## src/rtl/window_gen_pkg.sv

```systemverilog
// Shared definitions for the window generator: state encoding, default widths, clamp helper.
package window_gen_pkg;

  localparam int unsigned CNT_W_DEF = 16;
  localparam int unsigned N_W_DEF   = 8;
  localparam int unsigned ST_W      = 2;

  localparam logic [ST_W-1:0] ST_IDLE  = 2'd0;
  localparam logic [ST_W-1:0] ST_DELAY = 2'd1;
  localparam logic [ST_W-1:0] ST_ON    = 2'd2;
  localparam logic [ST_W-1:0] ST_GAP   = 2'd3;

  // A programmed count of zero behaves as a count of one.
  function automatic logic [31:0] clamp1(input logic [31:0] v);
    return (v == 32'd0) ? 32'd1 : v;
  endfunction

endpackage

```

## src/rtl/wg_down_counter.sv

```systemverilog
// Loadable down-counter; stops at zero and flags it combinationally.
module wg_down_counter #(
  parameter int unsigned W = 16
) (
  input  logic         clk,
  input  logic         rst_n,
  input  logic         i_load,
  input  logic [W-1:0] i_load_val,
  input  logic         i_en,
  output logic         o_zero_c
);

  logic [W-1:0] r_cnt;

  // Load has priority over decrement; no wrap below zero.
  always_ff @(posedge clk) begin
    if (!rst_n) begin
      r_cnt <= '0;
    end else if (i_load) begin
      r_cnt <= i_load_val;
    end else if (i_en && (r_cnt != '0)) begin
      r_cnt <= r_cnt - W'(1);
    end
  end

  assign o_zero_c = (r_cnt == '0);

endmodule

```

## src/rtl/window_gen.sv

```systemverilog
// Trigger-driven burst generator: offset, then n_win windows of width high / gap low.
// Build option: WINDOW_GEN_RETRIG_EN makes a trigger edge during a burst restart it.
module window_gen
  import window_gen_pkg::*;
#(
  parameter int unsigned CNT_W = CNT_W_DEF,
  parameter int unsigned N_W   = N_W_DEF
) (
  input  logic             clk,
  input  logic             rst_n,
  input  logic             en,
  input  logic             trig,
  input  logic [CNT_W-1:0] offset,
  input  logic [CNT_W-1:0] width,
  input  logic [CNT_W-1:0] gap,
  input  logic [N_W-1:0]   n_win,
  output logic             win,
  output logic             busy,
  output logic [N_W-1:0]   win_idx,
  output logic             done,
  output logic             trig_missed
);

  logic [ST_W-1:0]  r_state;
  logic [ST_W-1:0]  w_state_nxt;
  logic             r_trig_q;
  logic             w_trig_edge;
  logic             w_accept;
  logic             w_missed;
  logic [CNT_W-1:0] r_width;
  logic [CNT_W-1:0] r_gap;
  logic [N_W-1:0]   r_nwin;
  logic [CNT_W-1:0] w_width_cl;
  logic [CNT_W-1:0] w_gap_cl;
  logic [N_W-1:0]   w_nwin_cl;
  logic             w_cnt_load;
  logic [CNT_W-1:0] w_cnt_val;
  logic             w_cnt_zero;
  logic             w_last;
  logic             w_fin;
  logic             w_adv;
  logic             w_win_nxt;
  logic             w_busy_nxt;
  logic [N_W-1:0]   w_idx_nxt;

  assign w_width_cl  = CNT_W'(clamp1(32'(width)));
  assign w_gap_cl    = CNT_W'(clamp1(32'(gap)));
  assign w_nwin_cl   = N_W'(clamp1(32'(n_win)));
  assign w_trig_edge = trig & ~r_trig_q;
  assign w_last      = (win_idx == (r_nwin - N_W'(1)));

`ifdef WINDOW_GEN_RETRIG_EN
  assign w_accept = en & w_trig_edge;
  assign w_missed = 1'b0;
`else
  assign w_accept = en & w_trig_edge & (r_state == ST_IDLE);
  assign w_missed = en & w_trig_edge & (r_state != ST_IDLE);
`endif

  // Phase counter, reloaded at each phase entry.
  wg_down_counter #(.W(CNT_W)) u_cnt (
    .clk        (clk),
    .rst_n      (rst_n),
    .i_load     (w_cnt_load),
    .i_load_val (w_cnt_val),
    .i_en       (r_state != ST_IDLE),
    .o_zero_c   (w_cnt_zero)
  );

  // State register, trigger history and burst configuration latched at acceptance.
  always_ff @(posedge clk) begin
    if (!rst_n) begin
      r_state  <= ST_IDLE;
      r_trig_q <= 1'b1;
      r_width  <= '0;
      r_gap    <= '0;
      r_nwin   <= '0;
    end else begin
      r_state  <= w_state_nxt;
      r_trig_q <= trig;
      if (w_accept) begin
        r_width <= w_width_cl;
        r_gap   <= w_gap_cl;
        r_nwin  <= w_nwin_cl;
      end
    end
  end

  // Next-state logic and counter reload for each phase.
  always_comb begin
    w_state_nxt = r_state;
    w_cnt_load  = 1'b0;
    w_cnt_val   = '0;
    w_fin       = 1'b0;
    w_adv       = 1'b0;
    if (!en) begin
      w_state_nxt = ST_IDLE;
    end else if (w_accept) begin
      w_cnt_load = 1'b1;
      if (offset != '0) begin
        w_state_nxt = ST_DELAY;
        w_cnt_val   = offset - CNT_W'(1);
      end else begin
        w_state_nxt = ST_ON;
        w_cnt_val   = w_width_cl - CNT_W'(1);
      end
    end else begin
      case (r_state)
        ST_DELAY: begin
          if (w_cnt_zero) begin
            w_state_nxt = ST_ON;
            w_cnt_load  = 1'b1;
            w_cnt_val   = r_width - CNT_W'(1);
          end
        end
        ST_ON: begin
          if (w_cnt_zero) begin
            if (w_last) begin
              w_state_nxt = ST_IDLE;
              w_fin       = 1'b1;
            end else begin
              w_state_nxt = ST_GAP;
              w_cnt_load  = 1'b1;
              w_cnt_val   = r_gap - CNT_W'(1);
            end
          end
        end
        ST_GAP: begin
          if (w_cnt_zero) begin
            w_state_nxt = ST_ON;
            w_cnt_load  = 1'b1;
            w_cnt_val   = r_width - CNT_W'(1);
            w_adv       = 1'b1;
          end
        end
        default: w_state_nxt = ST_IDLE;
      endcase
    end
  end

  // Output decode from the upcoming state, registered below.
  always_comb begin
    w_win_nxt  = (w_state_nxt == ST_ON);
    w_busy_nxt = (w_state_nxt != ST_IDLE);
    w_idx_nxt  = win_idx;
    if (w_accept) begin
      w_idx_nxt = '0;
    end else if (w_adv) begin
      w_idx_nxt = win_idx + N_W'(1);
    end
  end

  // Registered outputs.
  always_ff @(posedge clk) begin
    if (!rst_n) begin
      win         <= 1'b0;
      busy        <= 1'b0;
      win_idx     <= '0;
      done        <= 1'b0;
      trig_missed <= 1'b0;
    end else begin
      win         <= w_win_nxt;
      busy        <= w_busy_nxt;
      win_idx     <= w_idx_nxt;
      done        <= w_fin;
      trig_missed <= w_missed;
    end
  end

endmodule

```

## config.mk

```make
export PLATFORM = sky130hd
export DESIGN_NAME = window_gen
export DESIGN_NICKNAME = d
export VERILOG_FILES = /design/src/rtl/window_gen_pkg.sv /design/src/rtl/wg_down_counter.sv /design/src/rtl/window_gen.sv
export SDC_FILE = /design/constraint.sdc
export NUM_CORES = 1
export LEC_CHECK = 0
export BUFFER_PORTS_ARGS = -buffer_cell sky130_fd_sc_hd__buf_2
export CAP_MARGIN = 0
export CORE_MARGIN = 5
export CORE_UTILIZATION = 55
export DETAILED_ROUTE_END_ITERATION = 16
export PLACE_DENSITY = 0.75
export SLEW_MARGIN = 20
export SYNTH_ARGS = -nofsm -noshare
export SYNTH_HDL_FRONTEND = slang
export SYNTH_SLANG_ARGS = --single-unit
```

## constraint.sdc

```tcl
create_clock -name clk -period 6.43 [get_ports clk]
set_input_delay 1.929 -clock clk [delete_from_list [all_inputs] [get_ports clk]]
set_output_delay 1.929 -clock clk [all_outputs]
set_load 0.01 [all_outputs]
```

After elaboration in Yosys (flattened, before gate mapping):

Cells that the tools add are included.

* input bits: 60
* output and inout bits: 12
* logic and storage cells: 75
* register bits: 71

* muxes and demuxes: 29
* $add $sub $neg: 7
* reduce and logical (&&, ||, !) cells: 14
* equal/unequal tests: 5
* bitwise operators: 9

Operator list (number)
* 2-to-1 mux 16 bit: 10
* subtractor 16 x 1 -> 16 bit (second input constant): 5
* logical NOT 16 bit: 3
* case mux 16 bit (2 select lines): 1
* nonzero test 16 bit: 2
* 2-to-1 mux 2 bit: 6
* 2-to-1 mux 1 bit: 9
* adder 8 x 1 -> 8 bit (second input constant): 1
* == test 8 bit: 1
* logical NOT 8 bit: 1
* 2-to-1 mux 8 bit: 1
* subtractor 8 x 1 -> 8 bit (second input constant): 1
* == test 2 bit (second input constant): 3
* nonzero test 2 bit: 3
* NOT 1 bit: 5
* OR reduction 5 bit: 1
* AND 1 bit: 4
* case mux 2 bit (2 select lines): 1
* OR reduction 2 bit: 2
* == test 2 x 1 -> 1 bit (second input constant): 1
* logical NOT 2 bit: 1
* case mux 1 bit (2 select lines): 1
* logical AND 1 bit: 1

Logic depth before layout (Yosys ltp):

* depth after elaboration: 8
* depth in mapped cells: 16
* gate-level depth less buffers: 14

By module:

Synthesis repeated with hierarchy kept, for this count alone.

* cell total of the unflattened synthesis: 573
* area total of the unflattened synthesis: 4593.2 um^2

By module, submodules not included
* window_gen: seq. area each 1101.1 um^2, area each 3671.0 um^2, times used 1, cells an instance 459
* wg_down_counter: seq. area each 320.3 um^2, area each 922.1 um^2, times used 1, cells an instance 114

Worst setup path after synthesis:

Ideal clock, no wire load.

* kind: input-to-reg
* start: input offset[3]
* end: register u_cnt.r_cnt[8]
* arrival: 4609 ps
* setup time: 118 ps
* stages on the path: 16
* path buffers: 2
* required time: 6312 ps
* setup slack: 1704 ps
* path through: or4_4 nor4_4 and2b_1 buf_4 buf_2 o21a_1 nor2_1 ha_1 nand2b_1 nor3_1 o41ai_1 a21oi_1 a211o_1 o211ai_1 o221ai_1 o2111a_1

* word-level cells in the longest chain between the ends: 5
* elaborated cells between the ends (all ways): 6
* classes of those cells: add/sub: 1; mux: 4; reduce/logical: 1

Ends and longest elaborated chain
* start, declared: line window_gen.sv:13 `input logic [CNT_W-1:0] offset,`
* subtractor 16 x 1 -> 16 bit / nonzero test 16 bit (equally long branches): line window_gen.sv:102, window_gen.sv:100
* 2-to-1 mux 16 bit (*): line window_gen.sv:100 `if (offset != '0) begin`
* 2-to-1 mux 16 bit (*): line window_gen.sv:98 `end else if (w_accept) begin`
* 2-to-1 mux 16 bit (*): line window_gen.sv:96 `if (!en) begin`
* 2-to-1 mux 16 bit (*): line wg_down_counter.sv:19 `end else if (i_load) begin`
* end signal, assigned: line wg_down_counter.sv:20 `r_cnt <= i_load_val;`
* end signal, assigned: line wg_down_counter.sv:22 `r_cnt <= r_cnt - W'(1);`
* end, declared: line wg_down_counter.sv:13 `logic [W-1:0] r_cnt;`

Mark *: on every way between the ends. The rest lies on a longest branch, timed or not.
A chain may end at the register's enable or synchronous reset.

Final worst setup path:

Same ends and word-level chain as after synthesis.

==> summary.txt <==
Initial Util = 56.8%
Mean Syn Cell Area = 8.27 um^2
Final Hold Fails = 0
most frequent cells in the layout = dfxtp_1 (71), buf_2 (71), nor2_1 (52)
# diodes = 0
CTS sink cnt = 71
P_int = 0.000726 W
Die Y-Extent = 99.5 um
DRT antenna net count = 0
peak fanout along the critical path = 5
grt met1 use = 35.4%
Worst EP arrival = 4.70 ns
sequential element share of the synthesized area = 32.2%
adder-cell share of the synthesized area = 1.70%
Flop pwr share = 44.6%
switching power total = 0.000333 W
Slew Limit Headroom = 31.0%
Logic pwr share = 20.9%
Clock Path Buffers = 2
wire per inst = 18.3 um
setup TNS = 0 ns
vias = 4376
port bufs = 71
gr usage total = 26.7%
final hold slack = 0.519 ns
core area = 7770 um^2
Placed Cells = 686
largest net degree at the start of global routing = 24
Worst Tran Pin Value = 1.03 ns
initial drt markers = 337
share of Yosys cell area claimed by the top area cell type = 32.2%
DRT Pass-1 Iters = 5
H-tree Lvls = 3
met3 Track Usage GR = 5.26%
DRC errors left = 0
gr ovfl total = 0
WS Path Type = input port to register
GPL Wtd Cong = 0.930
PD cells = 211 nW/um^2
multiplexer fraction of the synthesized cell area = 0.482%
Layout Utilization = 64.6%
worst hold path depth = 1
layout cells sized above 1 = 17.8%
switching share of total power = 31.5%
Synth Area in XOR/XNOR = 11.5%
Setup Buffers After CTS = 0
max-cap violations = 0
I/O pin cnt = 72
Worst-Skew Late Latency = 0.36 ns
cell row count = 32
clock power share = 34.6%
Seq cells post-synth = 71
LEAKAGE = 2.10 nW
Mapped Cells = 533
TritonCTS Buffers = 9
final setup vio count = 0
Area growth syn-to-layout = 13.9%
status = completed
leading area contributor after synthesis = dfxtp_1
Synth Cell Area = 4410 um^2
achievable clock frequency = 0.224 GHz
Root Driver = clkbuf_8
Global Route met2 Usage = 42.9%
Filler cells = 713
Final min period = 4.46 ns
total power = 0.00106 W
Synth warnings = 0
EDFF count, synth = 0
Setup crit end kind = register
Net Count, Synth = 599
first-pass GRT wire length = 21.6 mm
CTS tree = yes
Synth area leaders = dfxtp_1 (32%), a22o_1 (6.8%), xnor2_1 (5.8%), xor2_1 (5.8%), nor2_1 (4.4%)
Async S/R FF share, synth = 0%
vias in the first global route = 4321
Compound-Gate Fraction of Synth Area = 26.8%
die area = 9910 um^2
Synth Flop Type = dfxtp_1
final std cells w/o fill = 702
GR peak layer = met2
Reg clk slew, reported paths = 0.08 ns
startpoint types = input port
RSZ-0062 raised after global routing = no
Final #Nets = 661
clk_skew = 0.0231 ns
period utilization = 69.3%
drt via density = 6.23
r2r worst-path depth = 10
Die W = 99.5 um
main combinational cell family by area after synthesis = compound AO/OA/AOI/OAI gates
HPWL Detailed = 9.72 mm
antenna violations before repair = 0
Min-Delay Path Class = register to register
WL final = 12.8 mm
post-CTS resize count = 0
maximum vdd drop = 144 uV
Hold Buf Count CTS = 0
Yosys cell types = 67
Pins Over Slew Limit = 0
Synth Area in Simple Gates = 24.0%
WP data required = 6.68 ns
## routing by layer
layer,up-vias,routed length (um)
met5,-,0
met4,0,320
met3,26,796
met2,152,5970
met1,2086,5750
li1,2112,-
## cell families after synthesis
group,Yosys count
fa+ha+maj,6
flops,71
xor+xnor,58
buf+inv,35
mux,2
compound gates,161
simple gates,200
## power groups by stage
stage	Clock, W	Sequential [W]	Combinational (W)
after floorplan	0	0.000477	0.000152
after global placement	0	0.000481	0.000211
after detailed placement	0	0.000481	0.000215
after CTS	0.000367	0.000471	0.000217
after global routing	0.000384	0.000474	0.000243
final	0.000366	0.000472	0.000221
## path summary, 6_finish.rpt
kind / startpoint / to / slack (ns)
setup reg to reg: u_cnt.r_cnt[0]$_SDFFE_PN0P_ / u_cnt.r_cnt[11]$_SDFFE_PN0P_ / 3.55
setup / recovery: offset[3] / u_cnt.r_cnt[8]$_SDFFE_PN0P_ / 1.97
hold reg to reg: r_gap[15]$_SDFFE_PN0P_ / r_gap[15]$_SDFFE_PN0P_ / 0.52
hold / removal: r_gap[15]$_SDFFE_PN0P_ / r_gap[15]$_SDFFE_PN0P_ / 0.52
## state kept, by name, summed over array words and instances (netlist names)
| signal | cells |
|---|---|
| r_gap | 16 |
| r_width | 16 |
| u_cnt.r_cnt | 16 |
| r_nwin | 8 |
| win_idx | 8 |
| r_state | 2 |
| busy | 1 |
| done | 1 |
| r_trig_q | 1 |
| trig_missed | 1 |
| win | 1 |
## worst max-delay path: stages
cell and delay (ns):
buf_2 0.12, or4_4 0.56, nor4_4 0.30, and2b_1 0.22, o21a_1 0.13, nor2_1 0.05, ha_1 0.21, nand2b_1 0.11
nor3_1 0.05, o41ai_1 0.14, a21oi_1 0.09, a211o_1 0.29, o211ai_1 0.09, o221ai_1 0.14, o2111a_1 0.25
## synthesized netlist by cell type, types with 4 or more instances
library cell  number
or3_1             10
clkbuf_1          20
o311a_1            5
dfxtp_1           71
and2_1             5
o21ai_0           18
inv_1             11
xor2_1            29
nor4_1            17
xnor2_1           29
nand2_1           36
or4_1              4
o21a_1             5
a21o_1             4
nand2b_1           7
ha_1               6
a22o_1            34
nand3_1           18
o21ai_1           10
o22ai_1            5
a21oi_1           32
nor2_1            52
o211ai_1           6
nor3_1            23
nor2b_1            4
nand4_1            5
a31oi_1            5
## per-stage QoR
step                area, um^2  setup WS [ns]
floorplan                 4410           1.70
global placement          4820           1.72
detailed placement        4820           1.63
CTS                       5020           1.99
global route              5020           1.70
finish                    5020           1.97
## layout make-up
cell class | count | area [um^2] | area share (%)
Inverter | 11 | 41.3 | 0.822
Clock buffer | 10 | 128 | 2.54
Sequential cell | 71 | 1420 | 28.3
Timing Repair Buffer | 75 | 385 | 7.68
Clock inverter | 6 | 68.8 | 1.37
Multi-Input combinational cell | 427 | 2850 | 56.7
Tap cell | 102 | 128 | 2.54
No activity file was read; power rests on OpenSTA's default activity.
